==> src/rtl/mem_arbiter_if.sv <==
// ---------------------------------------------------------------------------
// mem_arbiter_if
//   Bundles the two-port requester side and the single-ported memory side of
//   the burst arbiter.
//
//   Requester side (2 ports, port i in bit i / slice [32i+31:32i]):
//     req, we, addr, wdata          requester -> arbiter
//     rdata, beat, beat_idx, done,  arbiter -> requester
//     busy
//   Memory side:
//     mem_ren, mem_wen, mem_addr,   arbiter -> memory
//     mem_din
//     mem_dout                      memory -> arbiter (1-cycle registered read)
//
//   Modports:
//     slave  - the arbiter itself
//     master - the environment (caches plus memory)
// ---------------------------------------------------------------------------
interface mem_arbiter_if #(
    parameter int LINE_WORDS = 4
);
    localparam int IDX_W = $clog2(LINE_WORDS);

    logic [1:0]       req;
    logic [1:0]       we;
    logic [63:0]      addr;
    logic [63:0]      wdata;
    logic [31:0]      rdata;
    logic [1:0]       beat;
    logic [IDX_W-1:0] beat_idx;
    logic [1:0]       done;
    logic             busy;

    logic             mem_ren;
    logic             mem_wen;
    logic [31:0]      mem_addr;
    logic [31:0]      mem_din;
    logic [31:0]      mem_dout;

    modport slave (
        input  req, we, addr, wdata, mem_dout,
        output rdata, beat, beat_idx, done, busy,
        output mem_ren, mem_wen, mem_addr, mem_din
    );

    modport master (
        output req, we, addr, wdata, mem_dout,
        input  rdata, beat, beat_idx, done, busy,
        input  mem_ren, mem_wen, mem_addr, mem_din
    );
endinterface

==> src/rtl/mem_arbiter.sv <==
// ---------------------------------------------------------------------------
// mem_arbiter
//   Two-requester burst arbiter in front of a single-ported word memory.
//   Port 0 is the I-cache, port 1 the D-cache. Each grant moves one full,
//   line-aligned cache line of LINE_WORDS words: a fill (read) or a
//   writeback (write). Grants are round-robin between the two ports.
//
//   Ports:
//     clk   - clock
//     rst   - synchronous active-high reset
//     bus   - mem_arbiter_if.slave (requester handshake and memory bus)
//
//   Parameters:
//     LINE_WORDS - words per burst, power of two, 2..16
//     IDX_W      - beat index width, derived, do not override
//
//   Build option:
//     MEM_ARB_FIXED_PRIO_EN - when defined, port 1 always wins simultaneous
//                             requests and the round-robin pointer is ignored.
//
//   State | meaning
//   ------+----------------------------------------------------------------
//   IDLE     | waiting for req; grants in the same cycle a request is seen
//   RD_ISSUE | one mem_ren per cycle for beats 0..LINE_WORDS-1; data for the
//            | previous issue returns in the same cycle
//   RD_DRAIN | last read word returns, done pulses
//   WR       | one mem_wen per cycle, beat strobes the word being consumed
// ---------------------------------------------------------------------------
module mem_arbiter #(
    parameter int LINE_WORDS = 4,
    parameter int IDX_W      = $clog2(LINE_WORDS)
) (
    input  logic             clk,
    input  logic             rst,
    mem_arbiter_if.slave     bus
);

    typedef enum logic [1:0] {
        IDLE     = 2'd0,
        RD_ISSUE = 2'd1,
        RD_DRAIN = 2'd2,
        WR       = 2'd3
    } state_t;

    state_t           state;
    logic             port;
    logic             wr_burst;
    logic [31:0]      base;
    logic [IDX_W-1:0] remain;
    logic             last_grant;

    logic [1:0]       beat_q;
    logic [1:0]       done_q;
    logic [IDX_W-1:0] beat_idx_q;
    logic             busy_q;
    logic             mem_ren_q;
    logic             mem_wen_q;
    logic [31:0]      mem_addr_q;

    logic             gnt_valid;
    logic             gnt_port;
    logic             gnt_we;
    logic [31:0]      gnt_addr;
    logic [31:0]      gnt_base;
    logic [1:0]       gnt_mask;
    logic [1:0]       port_mask;
    logic [IDX_W-1:0] cur_idx;
    logic [IDX_W-1:0] next_idx;
    logic [31:0]      wdata_sel;
    logic             rd_beat;

    // Grant selection, evaluated every cycle but only acted on in IDLE.
    always_comb begin
        gnt_valid = |bus.req;
`ifdef MEM_ARB_FIXED_PRIO_EN
        gnt_port = bus.req[1];
`else
        if (&bus.req) begin
            gnt_port = ~last_grant;
        end else begin
            gnt_port = bus.req[1];
        end
`endif
        gnt_addr = gnt_port ? bus.addr[63:32] : bus.addr[31:0];
        gnt_we   = bus.we[gnt_port];
        // Low address bits are dropped so every burst is line-aligned.
        gnt_base = gnt_addr & ~32'(LINE_WORDS - 1);
        gnt_mask = gnt_port ? 2'b10 : 2'b01;
    end

    assign port_mask = port ? 2'b10 : 2'b01;

    // The beat counter runs down; the word index is recovered from it.
    assign cur_idx  = IDX_W'(LINE_WORDS - 1) - remain;
    assign next_idx = cur_idx + IDX_W'(1);

    always_ff @(posedge clk) begin
        if (rst) begin
            state      <= IDLE;
            port       <= 1'b0;
            wr_burst   <= 1'b0;
            base       <= '0;
            remain     <= '0;
            last_grant <= 1'b1;
            beat_q     <= '0;
            done_q     <= '0;
            beat_idx_q <= '0;
            busy_q     <= 1'b0;
            mem_ren_q  <= 1'b0;
            mem_wen_q  <= 1'b0;
            mem_addr_q <= '0;
        end else begin
            beat_q    <= '0;
            done_q    <= '0;
            mem_ren_q <= 1'b0;
            mem_wen_q <= 1'b0;

            case (state)
                IDLE: begin
                    if (gnt_valid) begin
                        port       <= gnt_port;
                        wr_burst   <= gnt_we;
                        base       <= gnt_base;
                        last_grant <= gnt_port;
                        remain     <= IDX_W'(LINE_WORDS - 1);
                        busy_q     <= 1'b1;
                        mem_addr_q <= gnt_base;
                        if (gnt_we) begin
                            state      <= WR;
                            mem_wen_q  <= 1'b1;
                            beat_q     <= gnt_mask;
                            beat_idx_q <= '0;
                        end else begin
                            state     <= RD_ISSUE;
                            mem_ren_q <= 1'b1;
                        end
                    end
                end

                RD_ISSUE: begin
                    // Word issued this cycle is returned by memory next cycle.
                    beat_q     <= port_mask;
                    beat_idx_q <= cur_idx;
                    if (remain == '0) begin
                        state  <= RD_DRAIN;
                        done_q <= port_mask;
                    end else begin
                        mem_ren_q  <= 1'b1;
                        mem_addr_q <= base + 32'(next_idx);
                        remain     <= remain - IDX_W'(1);
                    end
                end

                RD_DRAIN: begin
                    state  <= IDLE;
                    busy_q <= 1'b0;
                end

                WR: begin
                    if (remain == '0) begin
                        state  <= IDLE;
                        busy_q <= 1'b0;
                    end else begin
                        mem_wen_q  <= 1'b1;
                        mem_addr_q <= base + 32'(next_idx);
                        beat_q     <= port_mask;
                        beat_idx_q <= next_idx;
                        remain     <= remain - IDX_W'(1);
                        if (remain == IDX_W'(1)) begin
                            done_q <= port_mask;
                        end
                    end
                end

                default: state <= IDLE;
            endcase
        end
    end

    // Write data is taken live from the granted requester, which advances
    // its word on each beat; a registered copy would lag by one word.
    assign wdata_sel = port ? bus.wdata[63:32] : bus.wdata[31:0];

    // Read data comes straight from the memory's registered output, qualified
    // by the registered beat strobe.
    assign rd_beat = (|beat_q) & ~wr_burst;

    assign bus.rdata    = rd_beat ? bus.mem_dout : '0;
    assign bus.beat     = beat_q;
    assign bus.beat_idx = beat_idx_q;
    assign bus.done     = done_q;
    assign bus.busy     = busy_q;
    assign bus.mem_ren  = mem_ren_q;
    assign bus.mem_wen  = mem_wen_q;
    assign bus.mem_addr = mem_addr_q;
    assign bus.mem_din  = mem_wen_q ? wdata_sel : '0;

endmodule

==> src/flat_wrapper.sv <==
// flat-port wrapper written by rule: the top's interface ports become plain ports
module mem_arbiter_flat 
#(
    parameter int LINE_WORDS = 4,
    parameter int IDX_W      = $clog2(LINE_WORDS)
)
  (clk, rst, bus_req, bus_we, bus_addr, bus_wdata, bus_mem_dout, bus_rdata, bus_beat, bus_beat_idx, bus_done, bus_busy, bus_mem_ren, bus_mem_wen, bus_mem_addr, bus_mem_din);
  mem_arbiter_if #(.LINE_WORDS(LINE_WORDS)) bus_i ();
  input  logic clk;
  input  logic rst;
  input wire logic [$bits(bus_i.req)-1:0] bus_req;
  input wire logic [$bits(bus_i.we)-1:0] bus_we;
  input wire logic [$bits(bus_i.addr)-1:0] bus_addr;
  input wire logic [$bits(bus_i.wdata)-1:0] bus_wdata;
  input wire logic [$bits(bus_i.mem_dout)-1:0] bus_mem_dout;
  output wire logic [$bits(bus_i.rdata)-1:0] bus_rdata;
  output wire logic [$bits(bus_i.beat)-1:0] bus_beat;
  output wire logic [$bits(bus_i.beat_idx)-1:0] bus_beat_idx;
  output wire logic [$bits(bus_i.done)-1:0] bus_done;
  output wire logic [$bits(bus_i.busy)-1:0] bus_busy;
  output wire logic [$bits(bus_i.mem_ren)-1:0] bus_mem_ren;
  output wire logic [$bits(bus_i.mem_wen)-1:0] bus_mem_wen;
  output wire logic [$bits(bus_i.mem_addr)-1:0] bus_mem_addr;
  output wire logic [$bits(bus_i.mem_din)-1:0] bus_mem_din;
  assign bus_i.req = bus_req;
  assign bus_i.we = bus_we;
  assign bus_i.addr = bus_addr;
  assign bus_i.wdata = bus_wdata;
  assign bus_i.mem_dout = bus_mem_dout;
  assign bus_rdata = bus_i.rdata;
  assign bus_beat = bus_i.beat;
  assign bus_beat_idx = bus_i.beat_idx;
  assign bus_done = bus_i.done;
  assign bus_busy = bus_i.busy;
  assign bus_mem_ren = bus_i.mem_ren;
  assign bus_mem_wen = bus_i.mem_wen;
  assign bus_mem_addr = bus_i.mem_addr;
  assign bus_mem_din = bus_i.mem_din;
  mem_arbiter #(.LINE_WORDS(LINE_WORDS), .IDX_W(IDX_W)) u_core (.clk(clk), .rst(rst), .bus(bus_i));
endmodule
==> config.mk <==
export PLATFORM = sky130hd
export DESIGN_NAME = mem_arbiter_flat
export DESIGN_NICKNAME = d
export VERILOG_FILES = /design/src/rtl/mem_arbiter_if.sv /design/src/rtl/mem_arbiter.sv /design/src/flat_wrapper.sv
export SDC_FILE = /design/constraint.sdc
export NUM_CORES = 1
export LEC_CHECK = 0
export ABC_AREA = 1
export CAP_MARGIN = 20
export CELL_PAD_IN_SITES_DETAIL_PLACEMENT = 1
export CELL_PAD_IN_SITES_GLOBAL_PLACEMENT = 1
export CORE_MARGIN = 2
export CORE_UTILIZATION = 25
export CTS_CLUSTER_SIZE = 10
export DETAILED_ROUTE_END_ITERATION = 10
export PLACE_DENSITY_LB_ADDON = 0.1
export SLEW_MARGIN = 20
export SYNTH_ARGS = -nofsm -noshare
export SYNTH_HDL_FRONTEND = slang
export SYNTH_SLANG_ARGS = --single-unit
==> constraint.sdc <==
create_clock -name clk -period 2.15 [get_ports clk]
set_input_delay 0.43 -clock clk [delete_from_list [all_inputs] [get_ports clk]]
set_output_delay 0.43 -clock clk [all_outputs]
set_load 0.01 [all_outputs]
==> results of run 1 <==
-- kinds of logic (layout without fill, tap and decap cells) --
kind of cell	after synthesis	in the layout	synth area share, %
simple gates	458	458	39.4
fa+ha+maj	7	7	1.80
buf+inv	162	421	15.1
flops	78	78	32.1
compound gates	111	111	11.6
other cells	0	1	0
-- per-layer routing --
metal  vias up  GRT usage, %  wire length (um)
met2       165          33.6              9870
li1       2978             -                 -
met4         2          5.68               407
met3        25          5.53              1400
met5         -             0                 8
met1      2681          22.3              8620
-- cell usage in the layout, fill, tap and decap left out, types with 2 or more instances in the layout --
master / netlist / layout
inv_1: 108 / 107
buf_4: 1 / 12
inv_2: 1 / 2
clkinvlp_4: 0 / 2
dlygate4sd2_1: 0 / 13
clkdlybuf4s50_1: 0 / 201
nand2_4: 3 / 3
clkbuf_8: 0 / 3
or2_2: 2 / 3
o21ai_0: 62 / 62
nand2_1: 207 / 207
bufinv_16: 0 / 2
clkbuf_16: 0 / 11
buf_12: 0 / 13
nand3b_1: 31 / 31
dfxtp_1: 78 / 77
dlymetal6s2s_1: 0 / 51
ha_1: 7 / 7
nand3_1: 12 / 12
a21oi_1: 44 / 44
nor2_1: 198 / 198
-- state kept, by name, indices dropped and copies added (netlist names) --
name,cells
u_core.base,30
u_core.bus.beat,2
u_core.bus.beat_idx,2
u_core.bus.busy,1
u_core.bus.done,2
u_core.bus.mem_addr,32
u_core.bus.mem_ren,1
u_core.bus.mem_wen,1
u_core.last_grant,1
u_core.port,1
u_core.remain,2
u_core.state,2
u_core.wr_burst,1
-- power by group --
part / switching, mW / leakage [nW] / internal (mW) / total, mW
Combinational: 2.78 / 4.03 / 2.31 / 5.09
Clock: 0.633 / 0.165 / 1.12 / 1.75
Sequential: 0.294 / 0.648 / 2.00 / 2.30
Total: 3.71 / 4.84 / 5.43 / 9.14
-- cell usage after synthesis (all sizes together) --
cell type | instances | area, um2
a22oi | 1 | 7.51
o21bai | 1 | 7.51
a21oi | 45 | 229
nand3 | 13 | 77.6
nand2 | 210 | 811
o22ai | 1 | 6.26
buf | 30 | 238
or2 | 3 | 18.8
nand3b | 31 | 233
nor2 | 200 | 774
inv | 110 | 415
ha | 7 | 87.6
clkinv | 1 | 3.75
nand4 | 1 | 6.26
o21ai | 63 | 315
dfxtp | 78 | 1560
clkbuf | 21 | 78.8
-- layout make-up --
type,instances,area (um2)
Multi-Input combinational cell,576,2580
Inverter,111,423
Clock buffer,12,267
Clock inverter,4,76.3
Timing Repair Buffer,294,3180
Antenna cell,1,2.50
Sequential cell,78,1570
Tap cell,265,332
Fill cell,2449,10800
-- path summary, 6_finish.rpt --
path | start | end | cells past startpoint
max reg2reg | u_core.state[0] | u_core.bus.mem_addr[2] | 9
max | u_core.port | bus_mem_din[18] | 6
min | u_core.wr_burst | u_core.wr_burst | 2
min reg2reg | u_core.wr_burst | u_core.wr_burst | 2
-- through the flow --
| step | setup WS (ns) | util [%] | hold WS (ns) | power [mW] |
|---|---|---|---|---|
| final | 0.0780 | 43.7 | 0.464 | 9.14 |
| after global placement | 0.00223 | 40.7 | 0.451 | 7.37 |
| after floorplan | 0.652 | - | 0.441 | 5.16 |
| after CTS | 0.00327 | 42.4 | 0.467 | 9.24 |
| after detailed placement | 0.0207 | 40.7 | 0.457 | 7.47 |
| after global routing | 0.00847 | 43.7 | 0.490 | 9.99 |
-- tightest hold or removal path, stage by stage (launching register included) --
cell and delay [ns]:
dfxtp_1 0.31, nand2_1 0.06, a21oi_1 0.05
-- what timing repair did --
item / in CTS / in global routing
setup endpoints to repair: 64 / 51
setup buffers: 0 / 7
gates cloned: 0 / 2
resized for setup: 15 / 53
==> results.json, run 1 <==
{
  "synthDistinctLibCells": 29,
  "drt_pass1_iterations": 4,
  "ir_drop_mv": 0.597,
  "slew_violations": 0,
  "yosysWarnings": 0,
  "vias": 5851,
  "numClockSinks": 78,
  "htree_levels": 3,
  "port_buffers": 266,
  "cts_buffers": 9,
  "cp_num_buf_inv": 4,
  "path_cells": "clkinvlp_4, clkbuf_16, buf_4, nor2_1, nor2_1, dlygate4sd2_1",
  "setup_violations": 0,
  "relSlewSlack_pct": 77.5,
  "grt_pass1_wl_um": 30500,
  "hold_class": "reg -> reg",
  "placed_area_um2": 7840,
  "drv_cap": 0,
  "area_growth_pct": 72.9,
  "drt_iter0_drc": 199,
  "antenna_left": 0,
  "fmax_mhz": 483,
  "ios": 271,
  "end_kind": "primary output",
  "finalCritPeriodShare_pct": 96.4,
  "reg2reg_slack_ns": 0.33,
  "dieArea_um2": 20600,
  "grt_pass1_vias": 5507,
  "slowest_delay_ns": 0.38,
  "dp_cells": 1315,
  "synth_cells": 816,
  "finalHoldViolCount": 0,
  "clk_path_buf_depth": 2,
  "place.gp.congestion": 0.790,
  "worst_slew_pin_slew_ns": 0.337,
  "grt_setup_unrepaired": "false",
  "syn_nets": 989,
  "slowest_stage": "dfxtp_4",
  "die_w_um": 144,
  "worstPathArrival_ns": 1.64,
  "synth_seq_cells": 78,
  "fp-row-count": 51,
  "dieHeight_um": 144,
  "fp.coreArea_um2": 19300,
  "path_delay_family": "buffers and inverters",
  "clk_latency_ns": 0.35,
  "cp_max_fo": 7,
  "netlist_area_um2": 4870,
  "synth-seq-area-share_pct": 32.1,
  "via_per_inst": 4.36,
  "cts_tree": "done",
  "routedWlPerCell_um": 15.1,
  "critPathKind": "reg -> out",
  "instances_no_fill": 1341,
  "grt-ovfl-total": 0,
  "drt-total-wl_um": 20300,
  "grt_max_degree": 62,
  "start_kind": "register",
  "crit_required_ns": 1.72,
  "power_leakage_nw": 4.84,
  "cts-root-buf": "clkbuf_16",
  "fin_tns_setup_ns": 0,
  "synth.avg_cell_area_um2": 5.97,
  "cpMostUsedCell": "nor2_1",
  "final_area_um2": 8420,
  "hold_buffers": 0,
  "dp_hpwl_um": 14900,
  "p_per_area_nw_per_um2": 1080,
  "finalClockSkew_ns": 0.00660,
  "grt.total_usage_pct": 19.0,
  "route.detailed.drc": 0,
  "clk_pin_slew_ns": 0.06,
  "antenna_found_initial": 2,
  "start_util_pct": 25.3,
  "min_period_ns": 2.07,
  "layout-drive-gt1-share_pct": 5.67,
  "nets": 1243,
  "status": "complete, no violations"
}
Power figures use the tool's default switching activity.
==> run 2: changes to the inputs <==
Settings changed: CELL_PAD_IN_SITES_DETAIL_PLACEMENT 1 to 0, CELL_PAD_IN_SITES_GLOBAL_PLACEMENT 1 to 2, CORE_UTILIZATION 25 to 19, CTS_BUF_LIST set to sky130_fd_sc_hd__clkbuf_8, GPL_ROUTABILITY_DRIVEN set to 0.
==> run 2 against run 1 <==
  * Via count decreased by 4.7%
  * Power shrank 9.9%
  * Clock power decreased by 40%
  * Critical path depth fell by 3
  * Final area shrank 4.2%
  * Cell count increased by 4.5%
  * Sequential share of layout area increased by 0.84 points
  * Largest cell class unchanged
  * Highest routed layer is now met4
==> results.json, run 2 (same netlist as run 1, synthesis figures left out) <==
{
  "status": "complete, no violations",
  "final_core_util_pct": 32.0,
  "mostFrequentLayoutCell": "nand2_1",
  "fmax_mhz": 486,
  "grt-ovfl-total": 0,
  "numClockSinks": 78,
  "switching_power_mw": 3.63,
  "finalHoldViolCount": 0,
  "die_w_um": 164,
  "antenna_left": 0,
  "ir_drop_mv": 0.387,
  "drt_iter0_drc": 195,
  "p_sw_share_pct": 44.0,
  "cp_max_fo": 6,
  "reg2reg_depth": 9,
  "ios": 271,
  "largest_register_ffs": 32,
  "antenna_found_initial": 1,
  "power_leakage_nw": 4.06,
  "setup_violations": 0,
  "drt-total-wl_um": 20000,
  "start_kind": "register",
  "start_util_pct": 19.3,
  "post-route-worst-setup-slack_ns": 0.0936,
  "dp_cells": 1383,
  "p_comb_share_pct": 59.1,
  "hold_depth": 2,
  "min_period_ns": 2.06,
  "cts-root-buf": "clkbuf_8",
  "power.total_mw": 8.23,
  "relSlewSlack_pct": 77.2,
  "finalClockSkew_ns": 0.0190,
  "grt_max_degree": 66,
  "grt_pass1_wl_um": 30000,
  "fp-row-count": 58,
  "p_int_mw": 4.61,
  "worst_slew_pin_slew_ns": 0.343,
  "clkPwrFrac_pct": 12.7,
  "grt.total_usage_pct": 14.5,
  "htree_levels": 3,
  "layout-drive-gt1-share_pct": 5.51,
  "grt_setup_unrepaired": "false",
  "via_per_inst": 3.98,
  "p_per_area_nw_per_um2": 1020,
  "slew_violations": 0,
  "routedWlPerCell_um": 14.3,
  "hold_class": "reg -> reg",
  "dieHeight_um": 164,
  "dp_hpwl_um": 14700,
  "end_kind": "primary output",
  "critPathKind": "reg -> out",
  "nets": 1239,
  "route.detailed.drc": 0,
  "clk_pin_slew_ns": 0.09,
  "cts_buffers": 9,
  "dieArea_um2": 26900,
  "clk_path_buf_depth": 2,
  "finalCritPeriodShare_pct": 95.6,
  "hold_buffers": 0,
  "drt_pass1_iterations": 5,
  "port_buffers": 266,
  "area_growth_pct": 65.6,
  "cts_tree": "done",
  "crit_required_ns": 1.72,
  "grt_pass1_vias": 5270,
  "seqPwrFrac_pct": 28.1,
  "vias": 5577,
  "instances_no_fill": 1401,
  "drv_cap": 0,
  "most-common-layout-cells": "nand2_1, clkdlybuf4s50_1, nor2_1",
  "worstPathArrival_ns": 1.63,
  "nFillCells": 2823,
  "clk_latency_ns": 0.37,
  "fp.coreArea_um2": 25200,
  "preCtsSetupSlack_ns": 0.0202
}
## run 2: critical path: stages, from the launching register on
cell	delay, ns
dfxtp_2	0.35
o21bai_4	0.22
nor2_2	0.14
clkdlybuf4s50_1	0.56
## run 2: worst paths after layout
path	from	to	slack [ns]
hold reg to reg	u_core.remain[1]	u_core.remain[1]	0.47
setup / recovery	u_core.wr_burst	bus_rdata[24]	0.09
hold / removal	u_core.remain[1]	u_core.remain[1]	0.47
setup reg to reg	u_core.state[0]	u_core.bus.mem_addr[15]	0.37
## run 2: metal layers
layer	global-route usage, %	part of all wire, %	vias up
li1	-	-	2970
met1	17.4	43	2422
met2	25.1	47	177
met3	4.60	9.1	8
met4	3.67	0.72	0
met5	0	0	-
## run 2: area by class of cell
type / instances / area (um2) / share of cell area (%)
diodes: 1 / 2.50 / 0.0310
clock buffers: 10 / 138 / 1.71
clock inverters: 5 / 36.3 / 0.450
inverters: 111 / 419 / 5.20
multi-input cells: 577 / 2600 / 32.2
flip-flops and latches: 78 / 1570 / 19.4
well taps: 330 / 413 / 5.12
repair buffers: 289 / 2890 / 35.9
## run 2: power by group through the flow
stage | Combinational [mW] | Clock [mW] | Sequential, mW
floorplan | 2.76 | 0 | 2.40
global placement | 5.15 | 0 | 2.32
detailed placement | 5.11 | 0 | 2.33
CTS | 5.00 | 1.12 | 2.33
global route | 5.55 | 1.16 | 2.39
finish | 4.87 | 1.05 | 2.31
## run 2: through the flow
stage	setup TNS, ns	hold slack, ns	area (um2)
floorplan	0	0.441	4870
global placement	0	0.457	7920
detailed placement	0	0.459	7920
CTS	-0.00505	0.472	8060
global route	0	0.506	8070
finish	0	0.469	8070
## run 2: what timing repair did
item                                    4_1_cts  5_1_grt
pin swaps                                     1        0
gates cloned                                  1        0
gates resized for setup                      63        3
endpoints found under the setup margin       64        3
setup buffers                                 1        0
